$ cat src/rtl/vga_box_compositor.sv
// Composites NUM_BOXES priority-ordered rectangles over a background colour.
// Box parameters are shadowed at frame boundaries; pixel path is two stages deep.
module vga_box_compositor #(
    parameter int NUM_BOXES  = 4,
    parameter int X_WIDTH    = 10,
    parameter int Y_WIDTH    = 9,
    parameter int HALF_WIDTH = 8,
    parameter int COLOR_BITS = 12
) (
    input  logic                             clk_25mHz,
    input  logic                             reset,
    input  logic [X_WIDTH-1:0]               x_in,
    input  logic [Y_WIDTH-1:0]               y_in,
    input  logic                             active_in,
    input  logic                             hSync_in,
    input  logic                             vSync_in,
    input  logic                             screenEnd,
    input  logic [NUM_BOXES*X_WIDTH-1:0]     box_cx,
    input  logic [NUM_BOXES*Y_WIDTH-1:0]     box_cy,
    input  logic [NUM_BOXES*HALF_WIDTH-1:0]  box_half,
    input  logic [NUM_BOXES*COLOR_BITS-1:0]  box_color,
    input  logic [NUM_BOXES-1:0]             box_en,
    input  logic [COLOR_BITS-1:0]            bg_color,
    output logic                             hSync,
    output logic                             vSync,
    output logic [COLOR_BITS-1:0]            colorOut,
    output logic                             collide,
    output logic                             collide_sticky,
    output logic [15:0]                      frame_count
);

    logic [NUM_BOXES*X_WIDTH-1:0]    sh_cx_q;
    logic [NUM_BOXES*Y_WIDTH-1:0]    sh_cy_q;
    logic [NUM_BOXES*HALF_WIDTH-1:0] sh_half_q;
    logic [NUM_BOXES*COLOR_BITS-1:0] sh_color_q;
    logic [NUM_BOXES-1:0]            sh_en_q;

    logic [NUM_BOXES-1:0][X_WIDTH-1:0] left_d, left_q, right_d, right_q;
    logic [NUM_BOXES-1:0][Y_WIDTH-1:0] top_d, top_q, bot_d, bot_q;
    logic [NUM_BOXES-1:0]              bnd_en_q;

    logic [X_WIDTH:0] cx_ext, hx_ext, x_lo, x_hi;
    logic [Y_WIDTH:0] cy_ext, hy_ext, y_lo, y_hi;

    logic [NUM_BOXES-1:0]  hit_d, hit_q;
    logic                  act1_q, hs1_q, vs1_q, ovl_d, ovl_q;
    logic                  hs2_q, vs2_q;
    logic [COLOR_BITS-1:0] color_d, color_q;
    logic                  found;
    logic                  flag_d, flag_q, collide_d, collide_q, sticky_d, sticky_q;
    logic [15:0]           frame_q;

    // Bounds are evaluated one bit wider so underflow/overflow is visible and clamped.
    always_comb begin
        left_d  = '0;
        right_d = '0;
        top_d   = '0;
        bot_d   = '0;
        cx_ext  = '0;
        hx_ext  = '0;
        x_lo    = '0;
        x_hi    = '0;
        cy_ext  = '0;
        hy_ext  = '0;
        y_lo    = '0;
        y_hi    = '0;
        for (int unsigned i = 0; i < NUM_BOXES; i++) begin
            cx_ext     = {1'b0, sh_cx_q[i*X_WIDTH +: X_WIDTH]};
            hx_ext     = (X_WIDTH+1)'(sh_half_q[i*HALF_WIDTH +: HALF_WIDTH]);
            x_lo       = cx_ext - hx_ext;
            x_hi       = cx_ext + hx_ext;
            left_d[i]  = x_lo[X_WIDTH] ? '0 : x_lo[X_WIDTH-1:0];
            right_d[i] = x_hi[X_WIDTH] ? '1 : x_hi[X_WIDTH-1:0];
            cy_ext     = {1'b0, sh_cy_q[i*Y_WIDTH +: Y_WIDTH]};
            hy_ext     = (Y_WIDTH+1)'(sh_half_q[i*HALF_WIDTH +: HALF_WIDTH]);
            y_lo       = cy_ext - hy_ext;
            y_hi       = cy_ext + hy_ext;
            top_d[i]   = y_lo[Y_WIDTH] ? '0 : y_lo[Y_WIDTH-1:0];
            bot_d[i]   = y_hi[Y_WIDTH] ? '1 : y_hi[Y_WIDTH-1:0];
        end
    end

    always_comb begin
        hit_d = '0;
        for (int unsigned i = 0; i < NUM_BOXES; i++) begin
            hit_d[i] = bnd_en_q[i]
                     && (x_in >= left_q[i]) && (x_in <= right_q[i])
                     && (y_in >= top_q[i])  && (y_in <= bot_q[i]);
        end
    end

    generate
        if (NUM_BOXES > 1) begin : g_ovl
            assign ovl_d = hit_d[0] & hit_d[1] & active_in;
        end else begin : g_no_ovl
            assign ovl_d = 1'b0;
        end
    endgenerate

    always_comb begin
        color_d = bg_color;
        found   = 1'b0;
        for (int unsigned i = 0; i < NUM_BOXES; i++) begin
            if (!found && hit_q[i]) begin
                color_d = sh_color_q[i*COLOR_BITS +: COLOR_BITS];
                found   = 1'b1;
            end
        end
        if (!act1_q) color_d = '0;
    end

    // An overlap registered in the same cycle as screenEnd belongs to the closing frame.
    always_comb begin
        collide_d = screenEnd & (flag_q | ovl_q);
        flag_d    = screenEnd ? 1'b0 : (flag_q | ovl_q);
        sticky_d  = sticky_q | collide_d;
    end

    always_ff @(posedge clk_25mHz or posedge reset) begin
        if (reset) begin
            sh_cx_q    <= '0;
            sh_cy_q    <= '0;
            sh_half_q  <= '0;
            sh_color_q <= '0;
            sh_en_q    <= '0;
            left_q     <= '0;
            right_q    <= '0;
            top_q      <= '0;
            bot_q      <= '0;
            bnd_en_q   <= '0;
            hit_q      <= '0;
            act1_q     <= 1'b0;
            hs1_q      <= 1'b1;
            vs1_q      <= 1'b1;
            ovl_q      <= 1'b0;
            hs2_q      <= 1'b1;
            vs2_q      <= 1'b1;
            color_q    <= '0;
            flag_q     <= 1'b0;
            collide_q  <= 1'b0;
            sticky_q   <= 1'b0;
            frame_q    <= '0;
        end else begin
            if (screenEnd) begin
                sh_cx_q    <= box_cx;
                sh_cy_q    <= box_cy;
                sh_half_q  <= box_half;
                sh_color_q <= box_color;
                sh_en_q    <= box_en;
                frame_q    <= frame_q + 16'd1;
            end
            left_q    <= left_d;
            right_q   <= right_d;
            top_q     <= top_d;
            bot_q     <= bot_d;
            bnd_en_q  <= sh_en_q;
            hit_q     <= hit_d;
            act1_q    <= active_in;
            hs1_q     <= hSync_in;
            vs1_q     <= vSync_in;
            ovl_q     <= ovl_d;
            hs2_q     <= hs1_q;
            vs2_q     <= vs1_q;
            color_q   <= color_d;
            flag_q    <= flag_d;
            collide_q <= collide_d;
            sticky_q  <= sticky_d;
        end
    end

    assign hSync          = hs2_q;
    assign vSync          = vs2_q;
    assign colorOut       = color_q;
    assign collide        = collide_q;
    assign collide_sticky = sticky_q;
    assign frame_count    = frame_q;

endmodule

$ cat config.mk
export PLATFORM = sky130hd
export DESIGN_NAME = vga_box_compositor
export DESIGN_NICKNAME = d
export VERILOG_FILES = /design/src/rtl/vga_box_compositor.sv
export SDC_FILE = /design/constraint.sdc
export NUM_CORES = 1
export LEC_CHECK = 0
export ABC_AREA = 1
export BUFFER_PORTS_ARGS = -buffer_cell sky130_fd_sc_hd__buf_4
export CORE_MARGIN = 4
export CORE_UTILIZATION = 45
export CTS_BUF_LIST = sky130_fd_sc_hd__clkbuf_4
export DETAILED_ROUTE_END_ITERATION = 8
export HOLD_SLACK_MARGIN = 0.03
export PLACE_DENSITY = 0.65
export SETUP_SLACK_MARGIN = 0.02
export SLEW_MARGIN = 10
export SYNTH_ARGS = -nofsm -noshare
export SYNTH_HDL_FRONTEND = slang
export SYNTH_SLANG_ARGS = --single-unit
$ cat constraint.sdc
create_clock -name clk_25mHz -period 19.1 [get_ports clk_25mHz]
set_clock_uncertainty 0.15 [all_clocks]
set_input_delay 4.775 -clock clk_25mHz [delete_from_list [all_inputs] [get_ports clk_25mHz]]
set_output_delay 4.775 -clock clk_25mHz [all_outputs]
set_load 0.02 [all_outputs]
# After elaboration in Yosys (flattened, before gate mapping)
# Index checks and enable logic that the tools add are counted.
totals:
  n_memories: 0
  regBits: 357
  ramBits: 0
  latchBits: 0
  inputBits: 197
  output_inout_bits: 32
  romBits: 0
  elab_cells: 119
classes:
  muxes: 25
  div_mod_pow: 0
  addsub: 17
  n_mul: 0
  n_shift: 0
  reduce_logical: 22
  order_cmp: 16
  bitwise: 5
  eq_ne: 0
ops:
  columns: ["op", "count"]
  rows:
  - ["$mux 10", 8]
  - ["$mux 9", 8]
  - ["$mux 12", 5]
  - ["$add 10x8->11", 4]
  - ["$sub 10x8->11", 4]
  - ["$add 9x8->10", 4]
  - ["$ge 10x10->1", 4]
  - ["$le 10x10->1", 4]
  - ["$sub 9x8->10", 4]
  - ["$ge 9x9->1", 4]
  - ["$le 9x9->1", 4]
  - ["$logic_and 1x1->1", 19]
  - ["$add 16x1->16 const B", 1]
  - ["$mux 1", 4]
  - ["$and 1x1->1", 3]
  - ["$logic_not 1->1", 3]
  - ["$or 1x1->1", 2]

# Depth between registers and ports, before layout
logic_depth:
  word_depth: 11
  ltp_mapped: 14
  ltp_nobuf: 14

# Worst setup path after synthesis
# Ideal clock, no wire load.
synth_path:
  path_type: "input port to flip-flop"
  startpoint: "input port y_in[0]"
  endpoint: "register hit_q[2]"
  n_path_buf: 0
  t_arrival_ps: 5775
  path_slack_ps: 13103
  required_time_ps: 18878
  setup_time_ps: 72
  path_stages: 7
  path_cell_list: "inv_1 -> ha_1 -> nand2_1 -> or3_1 -> o21ai_0 -> nand4_1 -> nor2_1"
synth_via:
  elab_chain_len: 3
  word_cells_on_any_way: 4
  classes_between: "order compare (2); reduce/logical (2)"
synth_lines:
  columns: ["item", "line_no", "source"]
  rows:
  - ["start: declaration", "13", "input logic [Y_WIDTH-1:0] y_in,"]
  - ["$ge 9x9->1", "88", "&& (y_in >= top_q[i]) && (y_in <= bot_q[i]);"]
  - ["$logic_and 1x1->1", "88", null]
  - ["$logic_and 1x1->1 *", "88", null]
  - ["named net hit_d[2]", "45", "logic [NUM_BOXES-1:0] hit_d, hit_q;"]
  - ["end signal: assignment", "157", "hit_q <= hit_d;"]
  - ["end: declaration", "45", null]
# The timed path passes the listed nets; every way through them passes the cells marked *.
# A chain may end at the register's enable or synchronous reset.

# Worst setup path after layout
layout_path:
  startpoint: "register vs2_q, in the netlist vSync"
  endpoint: "output port vSync"
layout_rtl:
  columns: ["item", "line_no", "source"]
  rows:
  - ["start: declaration", "47", "logic hs2_q, vs2_q;"]
  - ["start signal: assignment", "163", "vs2_q <= vs1_q;"]
  - ["end: declaration", "25", "output logic vSync,"]
# No word-level cell between the ends.

==> out/results.env <==
OUTCOME='complete, no violations'
COMBINATIONALPOWERSHARE_PCT=33.0
REG2REG_SLACK_NS=16.45
CTSLONGESTPATHBUFFERS=3
FINAL_CORE_UTILIZATION_PCT=53.00
SYNTH-ASYNC-RESET-RATIO_PCT=100.0
POST_ROUTE_CELLS_DRIVE_ABOVE_1_SHARE_PCT=14.04
VIASPERCELL=5.007
GRT_PASS1_VIAS=19540
TIGHTEST_SLEW_NS=0.9709
NUMBER_OF_FLOPS_MAPPED_TO_ENABLE_CELLS_BY_YOSYS=0
SYNTHXORXNORAREAFRAC_PCT=2.715
WORST_HOLD_PATH.NUM_CELLS=0
CPMAXSTAGEDELAYCELL='sky130_fd_sc_hd__dfstp_2'
CORE_AREA_UM2=49250
COMPOUND_CELL_AREA_SHARE_OF_THE_YOSYS_NETLIST_PCT=10.21
RSZ0062_AT_GRT='false'
SYN_INST=2818
NUMBER_OF_NETS_WITH_ANTENNA_VIOLATIONS_AFTER_DETAILED_ROUTING=0
CRIT-REG2REG-LAUNCH='hit_q[0]'
FINAL-SETUP-VIOL-COUNT=0
SYN-MEAN-INSTANCE-AREA_UM2=8.013
WORSTSETUPENDPOINTTYPE='output pin'
DESIGN.FINAL.NETS=3571
PLACE_INST=3642
GRT_ANTENNA_BEFORE_REPAIR=1
DETAILED_PLACE_HPWL_MM=45.40
GRT_MAX_DEGREE=152
INITIALDRTVIOLATIONCOUNT=1101
GRT_FIRST_PASS_WIRELENGTH_MM=98.57
POST-SYNTH-TOP-COUNT-CELL='sky130_fd_sc_hd__nand2_1'
CTS_HOLD_BUF=0
SWITCHING_SHARE_PCT=36.48
POST-ROUTE-MIN-PERIOD_NS=6.403
SYN-CELL-AREA_UM2=22580
WORST_PATH_DOMINANT_CELL_FAMILY='flip-flops'
LARGEST_FAMILY_OF_LOGIC_CELLS_BY_SYNTHESIZED_AREA='simple AND/OR/NAND/NOR gates'
IO_BUFFER_COUNT=228
WORSTPATHARRIVAL_NS=1.48
TIMING.CRITICAL_PATH.REQUIRED_NS=14.18
WORSTPATHCELLLIST='buf_4'
FINAL_MIN_PERIOD_OVER_CLOCK_PERIOD_PCT=33.52
PWR-SHARE-CLK_PCT=28.8
SWITCHING_POWER_uW=919.3
TIMING.FMAX_MHz=156.2
SYNTHFLOPTYPE='sky130_fd_sc_hd__dfrtp_1'
AREA_ADDED_BETWEEN_SYNTHESIS_AND_FINISH_PCT=15.60
GRT.OVERFLOW.TOTAL=0
DIE_Y_UM=232.0
R2R-END='colorOut[5]'
NETLIST_TOP_CELLS_COUNT='sky130_fd_sc_hd__nand2_1, sky130_fd_sc_hd__inv_1, sky130_fd_sc_hd__dfrtp_1'
SEQ_POWER_SHARE_PCT=38.2
SYNTH.LIB_CELLS_USED.DISTINCT=51
NUM_ROWS=81
SYNTH_NETS=3312
POWER.LEAKAGE_uW=0.01445
POST_ROUTE_WL_MM=61.07
TIMING.SETUP.TNS_NS=0
POST_SYNTH_MUX_AREA_SHARE_PCT=0
POST-SYNTH-TOP-AREA-FRACTION_PCT=39.12
CELLINTERNALPOWER_uW=1601
CRITICAL_PATH_FANOUTS_MAX=1
R2R_CELLS=5
CRIT_PATH_START_KIND='register'
CLASSIFICATION_OF_THE_WORST_SETUP_PATH='register to output pin'
WL_PER_CELL_UM=16.01
CRITICAL_PATH.MAX_STAGE_DELAY_NS=0.52
CTS_HTREE_LEVELS=3
CTS.REPAIR_TIMING.SETUP_BUFFER_COUNT=0
MIN_FROM='vs1_q'
REPORT.FINAL.HOLD_VIOL_COUNT=0
REPORT.FINAL.SLEW_VIOL_COUNT=0
SYNTH_ADDER_AREA_SHARE_PCT=16.99
YOSYS_WARNINGS=0
CRIT_BUF_INV=1
FP.DIEW_UM=232.0
SYNTH_TOP_CELLS_BY_AREA='sky130_fd_sc_hd__dfrtp_1, sky130_fd_sc_hd__ha_1, sky130_fd_sc_hd__nand2_1'
POWER_DENSITY_nW_PER_UM2=96.55
WORST_IR_DROP_VDD_mV=0.03937
WORST_SKEW_LATE_LATENCY_NS=0.86
VIA_COUNT=19100
SYNTH_SEQ_CELLS=357
CAP_VIOL_MAX_COUNT=0
CTS_INSERTED_BUFFERS=97
HOLDCRITPATHCLASS='register to register'
NUMCLOCKSINKS=357
CELL_TYPE_CONTRIBUTING_THE_MOST_TOTAL_CELL_AREA_AFTER_SYNTHESIS='sky130_fd_sc_hd__dfrtp_1'
CTS.REPORTEDPATHS.CLKPINSLEW_NS=0.07
FINAL-INSTANCE-COUNT-EXCL-FILL=3814
GRT.TOTAL_USAGE_PCT=22.74
GP_CONGESTION=0.9076
CLOCK_TREE_FROM_TRITONCTS='built'
DETAILEDROUTE.FIRSTPASSITERATIONCOUNT=6
CTS.ROOT.BUFFER_CELL='sky130_fd_sc_hd__clkbuf_4'
NUMBER_OF_TOP_LEVEL_PINS=229
SLEW_HEADROOM_PCT=35.27
FLOORPLAN.INITIALDENSITY_PCT=45.84
SIMPLE_GATE_SHARE_OF_THE_SYNTHESIZED_AREA_PCT=21.31
SYNTH-SEQ-AREA-SHARE_PCT=39.59
HOLD_END='vSync'
DIEAREA_UM2=53830
DRT_DRC_VIOLATIONS_LEFT=0
CTS-RESIZED-GATES=0
==> logic make-up (layout without fill, tap and decap cells) <==
group           Yosys count  after routing
buf+inv                 525            856
simple gates           1158           1158
flops                   357            357
xor+xnor                 70             70
fa+ha+maj               297            297
compound gates          411            411
other cells               0              1
==> flip-flops by register name (all words and copies together) (netlist names), 4 cells and up <==
| signal | count |
|---|---|
| top_q | 36 |
| left_q | 40 |
| sh_color_q | 48 |
| sh_en_q | 4 |
| sh_half_q | 32 |
| bot_q | 36 |
| hit_q | 4 |
| colorOut | 12 |
| sh_cx_q | 40 |
| sh_cy_q | 36 |
| frame_count | 16 |
| bnd_en_q | 4 |
| right_q | 40 |
==> final cells by class <==
type / instances / area (µm²)
multi-input combinational: 1936 / 11570
timing repair buffer: 233 / 1765
antenna: 1 / 2.502
fill: 4787 / 23150
clock buffer: 134 / 1006
clock inverter: 37 / 286.5
inverter: 452 / 1705
tap: 664 / 830.8
sequential: 357 / 8939
==> cells in the final DEF (no fill, tap or decap), types with 4 or more instances in the layout <==
| cell | count |
|---|---|
| sky130_fd_sc_hd__inv_2 | 9 |
| sky130_fd_sc_hd__clkinv_1 | 28 |
| sky130_fd_sc_hd__dfrtp_1 | 353 |
| sky130_fd_sc_hd__nand3_1 | 106 |
| sky130_fd_sc_hd__dfstp_2 | 4 |
| sky130_fd_sc_hd__clkbuf_4 | 134 |
| sky130_fd_sc_hd__o21ai_0 | 141 |
| sky130_fd_sc_hd__or2_2 | 18 |
| sky130_fd_sc_hd__or2_1 | 5 |
| sky130_fd_sc_hd__fa_1 | 16 |
| sky130_fd_sc_hd__o21bai_1 | 16 |
| sky130_fd_sc_hd__o22ai_1 | 14 |
| sky130_fd_sc_hd__o21a_1 | 14 |
| sky130_fd_sc_hd__nor3b_1 | 6 |
| sky130_fd_sc_hd__nand2_1 | 780 |
| sky130_fd_sc_hd__inv_1 | 438 |
| sky130_fd_sc_hd__ha_1 | 281 |
| sky130_fd_sc_hd__nand3b_1 | 9 |
| sky130_fd_sc_hd__nor2_1 | 146 |
| sky130_fd_sc_hd__o21ai_2 | 14 |
| sky130_fd_sc_hd__o21ai_1 | 7 |
| sky130_fd_sc_hd__o211ai_1 | 5 |
| sky130_fd_sc_hd__nor3_1 | 25 |
| sky130_fd_sc_hd__bufinv_16 | 5 |
| sky130_fd_sc_hd__clkinv_2 | 6 |
| sky130_fd_sc_hd__a221oi_1 | 4 |
| sky130_fd_sc_hd__nand4_1 | 48 |
| sky130_fd_sc_hd__buf_4 | 231 |
| sky130_fd_sc_hd__xor2_1 | 68 |
| sky130_fd_sc_hd__a21oi_1 | 176 |
| sky130_fd_sc_hd__a21o_1 | 6 |
==> power by group through the flow <==
stage	Combinational, µW	Sequential [µW]	Clock [µW]
2_1_floorplan	585	968	0
3_3_place_gp	802	975	0
3_5_place_dp	829	975	0
4_1_cts	835	964	753
5_1_grt	957	978	792
6_report	831	963	726
==> per-layer routing <==
metal	routed length, µm	share of wire, %	GRT usage (%)	up-vias
met3	2278	3.7	3.422	111
met4	1740	2.8	8.481	0
met2	28950	47	37.84	397
li1	-	-	-	9540
met1	28100	46	30.18	9048
met5	0	0	0	-
==> how the worst max path moves through the flow <==
stage | start | endpoint | slack [ns] | depth (start not counted)
floorplan | reset | act1_q | 4.28 | 1
global route | vSync | vSync | 12.59 | 1
detailed placement | screenEnd | collide_sticky | 12.07 | 5
finish | vSync | vSync | 12.70 | 1
global placement | screenEnd | collide_sticky | 12.12 | 5
CTS | vSync | vSync | 12.58 | 1
==> through the flow <==
step / hold slack [ns] / setup slack [ns] / total power, µW / instance area, µm²
after floorplan: 0.1952 / 4.276 / 1553 / 22580
after global placement: 0.1963 / 12.12 / 1777 / 24810
after detailed placement: 0.1982 / 12.07 / 1805 / 24810
after CTS: 0.2081 / 12.58 / 2551 / 26100
after global routing: 0.2099 / 12.59 / 2727 / 26100
final: 0.2070 / 12.70 / 2520 / 26100
Power figures use the tool's default switching activity.
